===== src/rtl/dma_pkg.sv =====
// ---------------------------------------------------------------------------
// dma_pkg
// Shared definitions for the DMA channel request resolver.
//   NUM_CH       : number of DMA channels (design is built for 4)
//   arb_state_t  : arbitration FSM states
//   prio_pick()  : index of the first requesting channel, scanning upward
//                  from the priority pointer with modulo-4 wrap
// ---------------------------------------------------------------------------
package dma_pkg;

    localparam int NUM_CH = 4;

    typedef enum logic [1:0] {
        IDLE = 2'd0,
        REQ  = 2'd1,
        SVC  = 2'd2,
        DONE = 2'd3
    } arb_state_t;

    // The 2-bit index wraps naturally, so ptr + i walks ptr, ptr+1, ... mod 4.
    function automatic logic [1:0] prio_pick(input logic [NUM_CH-1:0] eff,
                                             input logic [1:0]        ptr);
        logic [1:0] idx;
        logic       found;
        prio_pick = ptr;
        found     = 1'b0;
        for (int i = 0; i < NUM_CH; i++) begin
            idx = ptr + 2'(i);
            if (!found && eff[idx]) begin
                prio_pick = idx;
                found     = 1'b1;
            end
        end
    endfunction

endpackage


===== src/rtl/dma_dreq_sync.sv =====
// ---------------------------------------------------------------------------
// dma_dreq_sync
// Two-flop synchronizer bringing the asynchronous DREQ pins into CLK.
//   clk   : system clock
//   rst_n : asynchronous active-low reset, clears both stages
//   din   : raw asynchronous inputs
//   dout  : synchronized outputs (two cycles of latency)
// ---------------------------------------------------------------------------
module dma_dreq_sync #(
    parameter int WIDTH = 4
) (
    input  logic             clk,
    input  logic             rst_n,
    input  logic [WIDTH-1:0] din,
    output logic [WIDTH-1:0] dout
);

    logic [WIDTH-1:0] meta_q, meta_d;
    logic [WIDTH-1:0] sync_q, sync_d;

    always_comb begin
        meta_d = din;
        sync_d = meta_q;
    end

    always_ff @(posedge clk or negedge rst_n) begin
        if (!rst_n) begin
            meta_q <= '0;
            sync_q <= '0;
        end else begin
            meta_q <= meta_d;
            sync_q <= sync_d;
        end
    end

    assign dout = sync_q;

endmodule


===== src/rtl/dma_priority_arbiter.sv =====
// ---------------------------------------------------------------------------
// dma_priority_arbiter
// Channel request resolver for an 8237A-style DMA controller. Merges the
// synchronized DREQ pins with mask and software request registers, picks one
// channel under fixed or rotating priority, and holds that grant until the
// timing control reports the end of the transfer cycle.
//   CLK, RESET_N  : clock, asynchronous active-low reset
//   DREQ          : raw channel request pins (asynchronous)
//   maskReg       : 1 = hardware request of that channel masked
//   requestReg    : software requests (unmasked, unsynchronized)
//   cmdDisable    : 1 = no new arbitration
//   cmdRotate     : 0 = fixed priority (ch0 highest), 1 = rotating
//   cmdDreqLow    : 1 = DREQ pins active-low
//   cmdDackHigh   : 1 = DACK pins active-high
//   dackEn        : pulse, timing control owns the bus (S1)
//   cycleDone     : pulse, end of S4 or EOP
//   tcHit         : qualifies cycleDone, terminal count on active channel
//   VALID_DREQ    : registered one-hot granted channel
//   DACK          : acknowledge pins
//   activeCh      : index of granted channel
//   reqStatus     : synchronized effective requests
//   clrSoftReq    : one-cycle pulse to clear a software request bit on TC
// ---------------------------------------------------------------------------
module dma_priority_arbiter #(
    parameter int NUM_CH = dma_pkg::NUM_CH
) (
    input  logic              CLK,
    input  logic              RESET_N,
    input  logic [NUM_CH-1:0] DREQ,
    input  logic [NUM_CH-1:0] maskReg,
    input  logic [NUM_CH-1:0] requestReg,
    input  logic              cmdDisable,
    input  logic              cmdRotate,
    input  logic              cmdDreqLow,
    input  logic              cmdDackHigh,
    input  logic              dackEn,
    input  logic              cycleDone,
    input  logic              tcHit,
    output logic [NUM_CH-1:0] VALID_DREQ,
    output logic [NUM_CH-1:0] DACK,
    output logic [1:0]        activeCh,
    output logic [NUM_CH-1:0] reqStatus,
    output logic [NUM_CH-1:0] clrSoftReq
);

    import dma_pkg::*;

    logic [NUM_CH-1:0] sync_req;
    logic [NUM_CH-1:0] hw_req;
    logic [NUM_CH-1:0] eff;

    arb_state_t        state_q,    state_d;
    logic [1:0]        active_ch_q, active_ch_d;
    logic [1:0]        prio_ptr_q,  prio_ptr_d;
    logic [NUM_CH-1:0] valid_q,     valid_d;
    logic [NUM_CH-1:0] dack_vec_q,  dack_vec_d;
    logic [NUM_CH-1:0] clr_soft_q,  clr_soft_d;

    dma_dreq_sync #(
        .WIDTH (NUM_CH)
    ) u_dreq_sync (
        .clk   (CLK),
        .rst_n (RESET_N),
        .din   (DREQ),
        .dout  (sync_req)
    );

    // Polarity is applied after synchronization so a cmdDreqLow change takes
    // effect immediately rather than rippling through the sync stages.
    assign hw_req = sync_req ^ {NUM_CH{cmdDreqLow}};
    assign eff    = (hw_req & ~maskReg) | requestReg;

    always_comb begin
        state_d     = state_q;
        active_ch_d = active_ch_q;
        valid_d     = valid_q;
        dack_vec_d  = dack_vec_q;
        clr_soft_d  = '0;
        // Fixed priority pins the pointer at ch0.
        prio_ptr_d  = cmdRotate ? prio_ptr_q : 2'd0;

        case (state_q)
            IDLE: begin
                if (!cmdDisable && (eff != '0)) begin
                    active_ch_d = prio_pick(eff, prio_ptr_q);
                    valid_d     = NUM_CH'(1) << active_ch_d;
                    state_d     = REQ;
                end
            end
            REQ: begin
                // A request withdrawn before the bus is granted cancels the
                // arbitration; withdrawal wins over a same-cycle dackEn.
                if (!eff[active_ch_q]) begin
                    valid_d = '0;
                    state_d = IDLE;
                end else if (dackEn) begin
                    dack_vec_d = valid_q;
                    state_d    = SVC;
                end
            end
            SVC: begin
                // Outputs and the pointer/clear pulse are registered on the
                // transition so they are already in effect during DONE.
                if (cycleDone) begin
                    valid_d    = '0;
                    dack_vec_d = '0;
                    state_d    = DONE;
                    if (cmdRotate) begin
                        prio_ptr_d = active_ch_q + 2'd1;
                    end
                    if (tcHit) begin
                        clr_soft_d = valid_q;
                    end
                end
            end
            DONE: begin
                state_d = IDLE;
            end
            default: begin
                state_d = IDLE;
            end
        endcase
    end

    always_ff @(posedge CLK or negedge RESET_N) begin
        if (!RESET_N) begin
            state_q     <= IDLE;
            active_ch_q <= 2'd0;
            prio_ptr_q  <= 2'd0;
            valid_q     <= '0;
            dack_vec_q  <= '0;
            clr_soft_q  <= '0;
        end else begin
            state_q     <= state_d;
            active_ch_q <= active_ch_d;
            prio_ptr_q  <= prio_ptr_d;
            valid_q     <= valid_d;
            dack_vec_q  <= dack_vec_d;
            clr_soft_q  <= clr_soft_d;
        end
    end

    assign VALID_DREQ = valid_q;
    assign DACK       = cmdDackHigh ? dack_vec_q : ~dack_vec_q;
    assign activeCh   = active_ch_q;
    assign reqStatus  = eff;
    assign clrSoftReq = clr_soft_q;

endmodule


===== config.mk =====
export PLATFORM = sky130hd
export DESIGN_NAME = dma_priority_arbiter
export DESIGN_NICKNAME = d
export VERILOG_FILES = /design/src/rtl/dma_pkg.sv /design/src/rtl/dma_dreq_sync.sv /design/src/rtl/dma_priority_arbiter.sv
export SDC_FILE = /design/constraint.sdc
export NUM_CORES = 1
export LEC_CHECK = 0
export CORE_MARGIN = 4
export CORE_UTILIZATION = 40
export DETAILED_ROUTE_END_ITERATION = 10
export PLACE_DENSITY = 0.72
export SYNTH_ARGS = -nofsm -noshare
export SYNTH_HDL_FRONTEND = slang
export SYNTH_SLANG_ARGS = --single-unit

===== constraint.sdc =====
create_clock -name CLK -period 2.36 [get_ports CLK]
set_input_delay 0.708 -clock CLK [delete_from_list [all_inputs] [get_ports CLK]]
set_output_delay 0.708 -clock CLK [all_outputs]
set_load 0.05 [all_outputs]

==> metrics <==
count of warnings emitted by yosys 0; CTS root buffer sky130_fd_sc_hd__clkbuf_4; Die Span X 66.3 microns; transition time of the tightest slew-check pin 503 ps; Detailed Place HPWL 2670 microns; maximum number of pins on one net before global-route repair 27; clock tree skew after final layout 6.72 ps; failing checks setup timing; top achievable clock speed 0.422 GHz; Lkg Pwr 1.04 nW; max-slew violation count 0; critical path's largest stage delay 450 ps; combined global-route utilization of all metal layers 0.177; Hold/Removal Path Class flip-flop to flip-flop; maximum capacitance violations 0; sum of negative setup slack -7.85 ps; sequential share of the synthesized area 0.479; effective utilization at floorplan 0.431; DRC marker count from the first detailed-route iteration 39; portion of the clock cycle consumed by the worst path in the final layout 1.00; Hold Fails Final Rpt 0; Worst R2R Path Depth 9; number of instances in the placed design 219; worst path cell trace clkdlybuf4s50_1, inv_1, a21oi_4, inv_2, buf_12; library cell occupying the most area in the post-synthesis netlist sky130_fd_sc_hd__dfrtp_1; endpoint of the worst hold-timing path u_dreq_sync.dout[2]; area grow syn2layout 56.7%; clock latency on the worst-skew pair 310 ps; number of global-route vias before repair 1274; Ant. Diodes 0; met3 usage 0.0374; Die Height 66.3 microns; GPL Wtd Cong 0.928; routed length per placed instance 15.0 microns; CTS sink cnt 26; min Tclk post-route 2370 ps; first-pass GRT wire length 6020 microns; kind of start point of the critical path primary input; type of the worst setup path primary input to output port; Syn Area/Cell 10.6 sq um; cell area after layout 0.00213 sq mm; Max IR drop VDD 0.527 mV; remaining antenna violation count after routing 0; data required time of the critical path 1650 ps; Worst Path Max Fanout 5; number of fill cells in the layout 263; count of buffering cells on the critical path with inverters included 4; Final setup violation count 1; worst path setup slack after routing -7.85 ps; number of antenna violations at the first check in global routing 0; grt total ovfl 0; setup repair after global routing missed its margin yes; post-synthesis net count 153; count of vias placed by the detailed router 1196; final wirelength 3430 microns; number of placement rows 20; slowest cell on the critical path sky130_fd_sc_hd__clkdlybuf4s50_1; post-synthesis async set-or-reset flop share 1.00; number of flops mapped to enable cells by yosys 0; most used routing layer met2; relative slew slack 0.664; CTS clock-pin slew for the worst setup and hold paths 120 ps; CTS tree yes; critical path arrival 1660 ps; count of unique library cells instantiated by Yosys 43; number of synthesized register bits 26; critical path's top delay family buffers and inverters; synthesized instance count 128; type of element capturing the critical path output port; setup slack on the worst flop-to-flop path 190 ps; met2 demand-to-capacity share in global routing 0.326; Post-Place Cell Area 0.00198 sq mm; number of cells on the worst hold path 0; I/O Pins 39; post-route DRC violation count 0; ratio of cells with drive above 1 in the final layout 0.304; Main synth FF type sky130_fd_sc_hd__dfrtp_1; fin util 0.675; hold wc startpoint u_dreq_sync.meta_q[2]; Reg2Reg Capture Point VALID_DREQ[2]; floorplan core area 0.00315 sq mm; top-area cell type share of the netlist area 0.479; H-tree depth 1; top area cells in the synthesized netlist sky130_fd_sc_hd__dfrtp_1 (48%), sky130_fd_sc_hd__xnor2_1 (3.9%), sky130_fd_sc_hd__ha_1 (3.7%), sky130_fd_sc_hd__mux2i_1 (3.7%), sky130_fd_sc_hd__inv_1 (3.0%); CTS Buf Count 3; Max Root-Sink Buffers 2; DIE AREA 0.00439 sq mm; Port Buffers 38; synthesized area 0.00136 sq mm; via-per-instance ratio 5.25; Non-Filler Instances 228; cell area power density 1080 mW/mm^2; outcome finished, violations left; launching point of the worst reg2reg path state_q[0]; drt first pass iters 4; GRT met1 Usage 0.211; nets@finish 210
==> sequential cells by signal (all words and copies together) (netlist names), named ones only <==
register and flops:
prio_ptr_q 2, u_dreq_sync.meta_q 4, dack_vec_q 4, activeCh 2, u_dreq_sync.dout 4, VALID_DREQ 4
state_q 1, clrSoftReq 4
==> metal layers <==
metal / vias up / routed length, microns
met2: 35 / 1830
met1: 589 / 1430
li1: 570 / -
met4: 0 / 17
met5: - / 0
met3: 2 / 143
==> through the flow <==
step,total power (W),hold slack (ps),setup slack (ps)
3_5_place_dp,0.00204,340,-534
2_1_floorplan,0.00158,331,-60.2
3_3_place_gp,0.00200,338,-500
4_1_cts,0.00230,370,-32.4
6_report,0.00229,366,-7.85
5_1_grt,0.00245,374,-52.3
==> cell usage after synthesis (3+ instances only) <==
cell / instances
sky130_fd_sc_hd__dfrtp_1: 26
sky130_fd_sc_hd__inv_1: 11
sky130_fd_sc_hd__nand2_1: 10
sky130_fd_sc_hd__a21oi_1: 6
sky130_fd_sc_hd__xnor2_1: 6
sky130_fd_sc_hd__mux2i_1: 5
sky130_fd_sc_hd__nor2_1: 5
sky130_fd_sc_hd__and3_1: 4
sky130_fd_sc_hd__ha_1: 4
sky130_fd_sc_hd__o2bb2ai_1: 4
sky130_fd_sc_hd__nand3_1: 3
sky130_fd_sc_hd__o21ai_0: 3
sky130_fd_sc_hd__xor2_1: 3
==> report_power, final <==
| group | internal (W) | switching (W) | total, W |
|---|---|---|---|
| clock | 0.0000942 | 0.000119 | 0.000213 |
| combinational | 0.000633 | 0.000755 | 0.00139 |
| sequential | 0.000555 | 0.000134 | 0.000689 |
| total | 0.00128 | 0.00101 | 0.00229 |
==> worst reg2reg max path, delay by kind of cell, from the launching register on <==
kind | cells | cell delay, ps
compound gates | 3 | 800
flops | 1 | 440
buf+inv | 3 | 400
fa+ha+maj | 1 | 240
simple gates | 2 | 190
==> layout by cell type, fill, tap and decap left out, types with 3 or more instances in the layout <==
| cell type | count |
|---|---|
| sky130_fd_sc_hd__a21oi_1 | 3 |
| sky130_fd_sc_hd__inv_1 | 8 |
| sky130_fd_sc_hd__mux2i_1 | 5 |
| sky130_fd_sc_hd__nand2_1 | 10 |
| sky130_fd_sc_hd__nor2_1 | 5 |
| sky130_fd_sc_hd__a21oi_4 | 3 |
| sky130_fd_sc_hd__buf_12 | 8 |
| sky130_fd_sc_hd__o21ai_0 | 3 |
| sky130_fd_sc_hd__and3_1 | 4 |
| sky130_fd_sc_hd__clkbuf_4 | 3 |
| sky130_fd_sc_hd__ha_1 | 4 |
| sky130_fd_sc_hd__xnor2_2 | 4 |
| sky130_fd_sc_hd__buf_4 | 20 |
| sky130_fd_sc_hd__dlymetal6s2s_1 | 3 |
| sky130_fd_sc_hd__xor2_2 | 3 |
| sky130_fd_sc_hd__inv_2 | 3 |
| sky130_fd_sc_hd__o2bb2ai_1 | 4 |
| sky130_fd_sc_hd__nand3_1 | 3 |
| sky130_fd_sc_hd__clkdlybuf4s50_1 | 21 |
| sky130_fd_sc_hd__dfrtp_1 | 26 |
| sky130_fd_sc_hd__dlygate4sd2_1 | 3 |
==> worst max-delay path by stage <==
stage | from | end | depth (start not counted)
2_1_floorplan | cmdDackHigh | DACK[0] | 2
3_3_place_gp | cmdDreqLow | VALID_DREQ[0] | 7
3_5_place_dp | cmdDreqLow | VALID_DREQ[0] | 7
4_1_cts | cmdDreqLow | reqStatus[3] | 5
5_1_grt | maskReg[3] | reqStatus[3] | 5
6_report | maskReg[3] | reqStatus[3] | 5
==> kinds of logic after synthesis <==
kind of cell	Yosys count	share of synthesized area
AO/OA/AOI/OAI	36	0.215
XOR/XNOR	9	0.0580
adder cells (fa/ha/maj)	4	0.0368
buffers and inverters	17	0.0534
flip-flops	26	0.479
multiplexers	6	0.0451
AND/OR/NAND/NOR	30	0.112
==> area by class of cell <==
cell class / count / area, sq um / area share
well taps: 44 / 55.1 / 0.0259
repair buffers: 56 / 589 / 0.277
flip-flops and latches: 26 / 651 / 0.306
multi-input cells: 85 / 744 / 0.350
clock buffers: 4 / 36.3 / 0.0170
inverters: 13 / 53.8 / 0.0253
==> timing repair <==
item                                    CTS  global route
resized for setup                        17             7
buffers inserted                          3             2
endpoints found under the setup margin   20            11
hold buffers                              0             0
pin swaps                                 2             2
No activity file was read; power rests on OpenSTA's default activity.
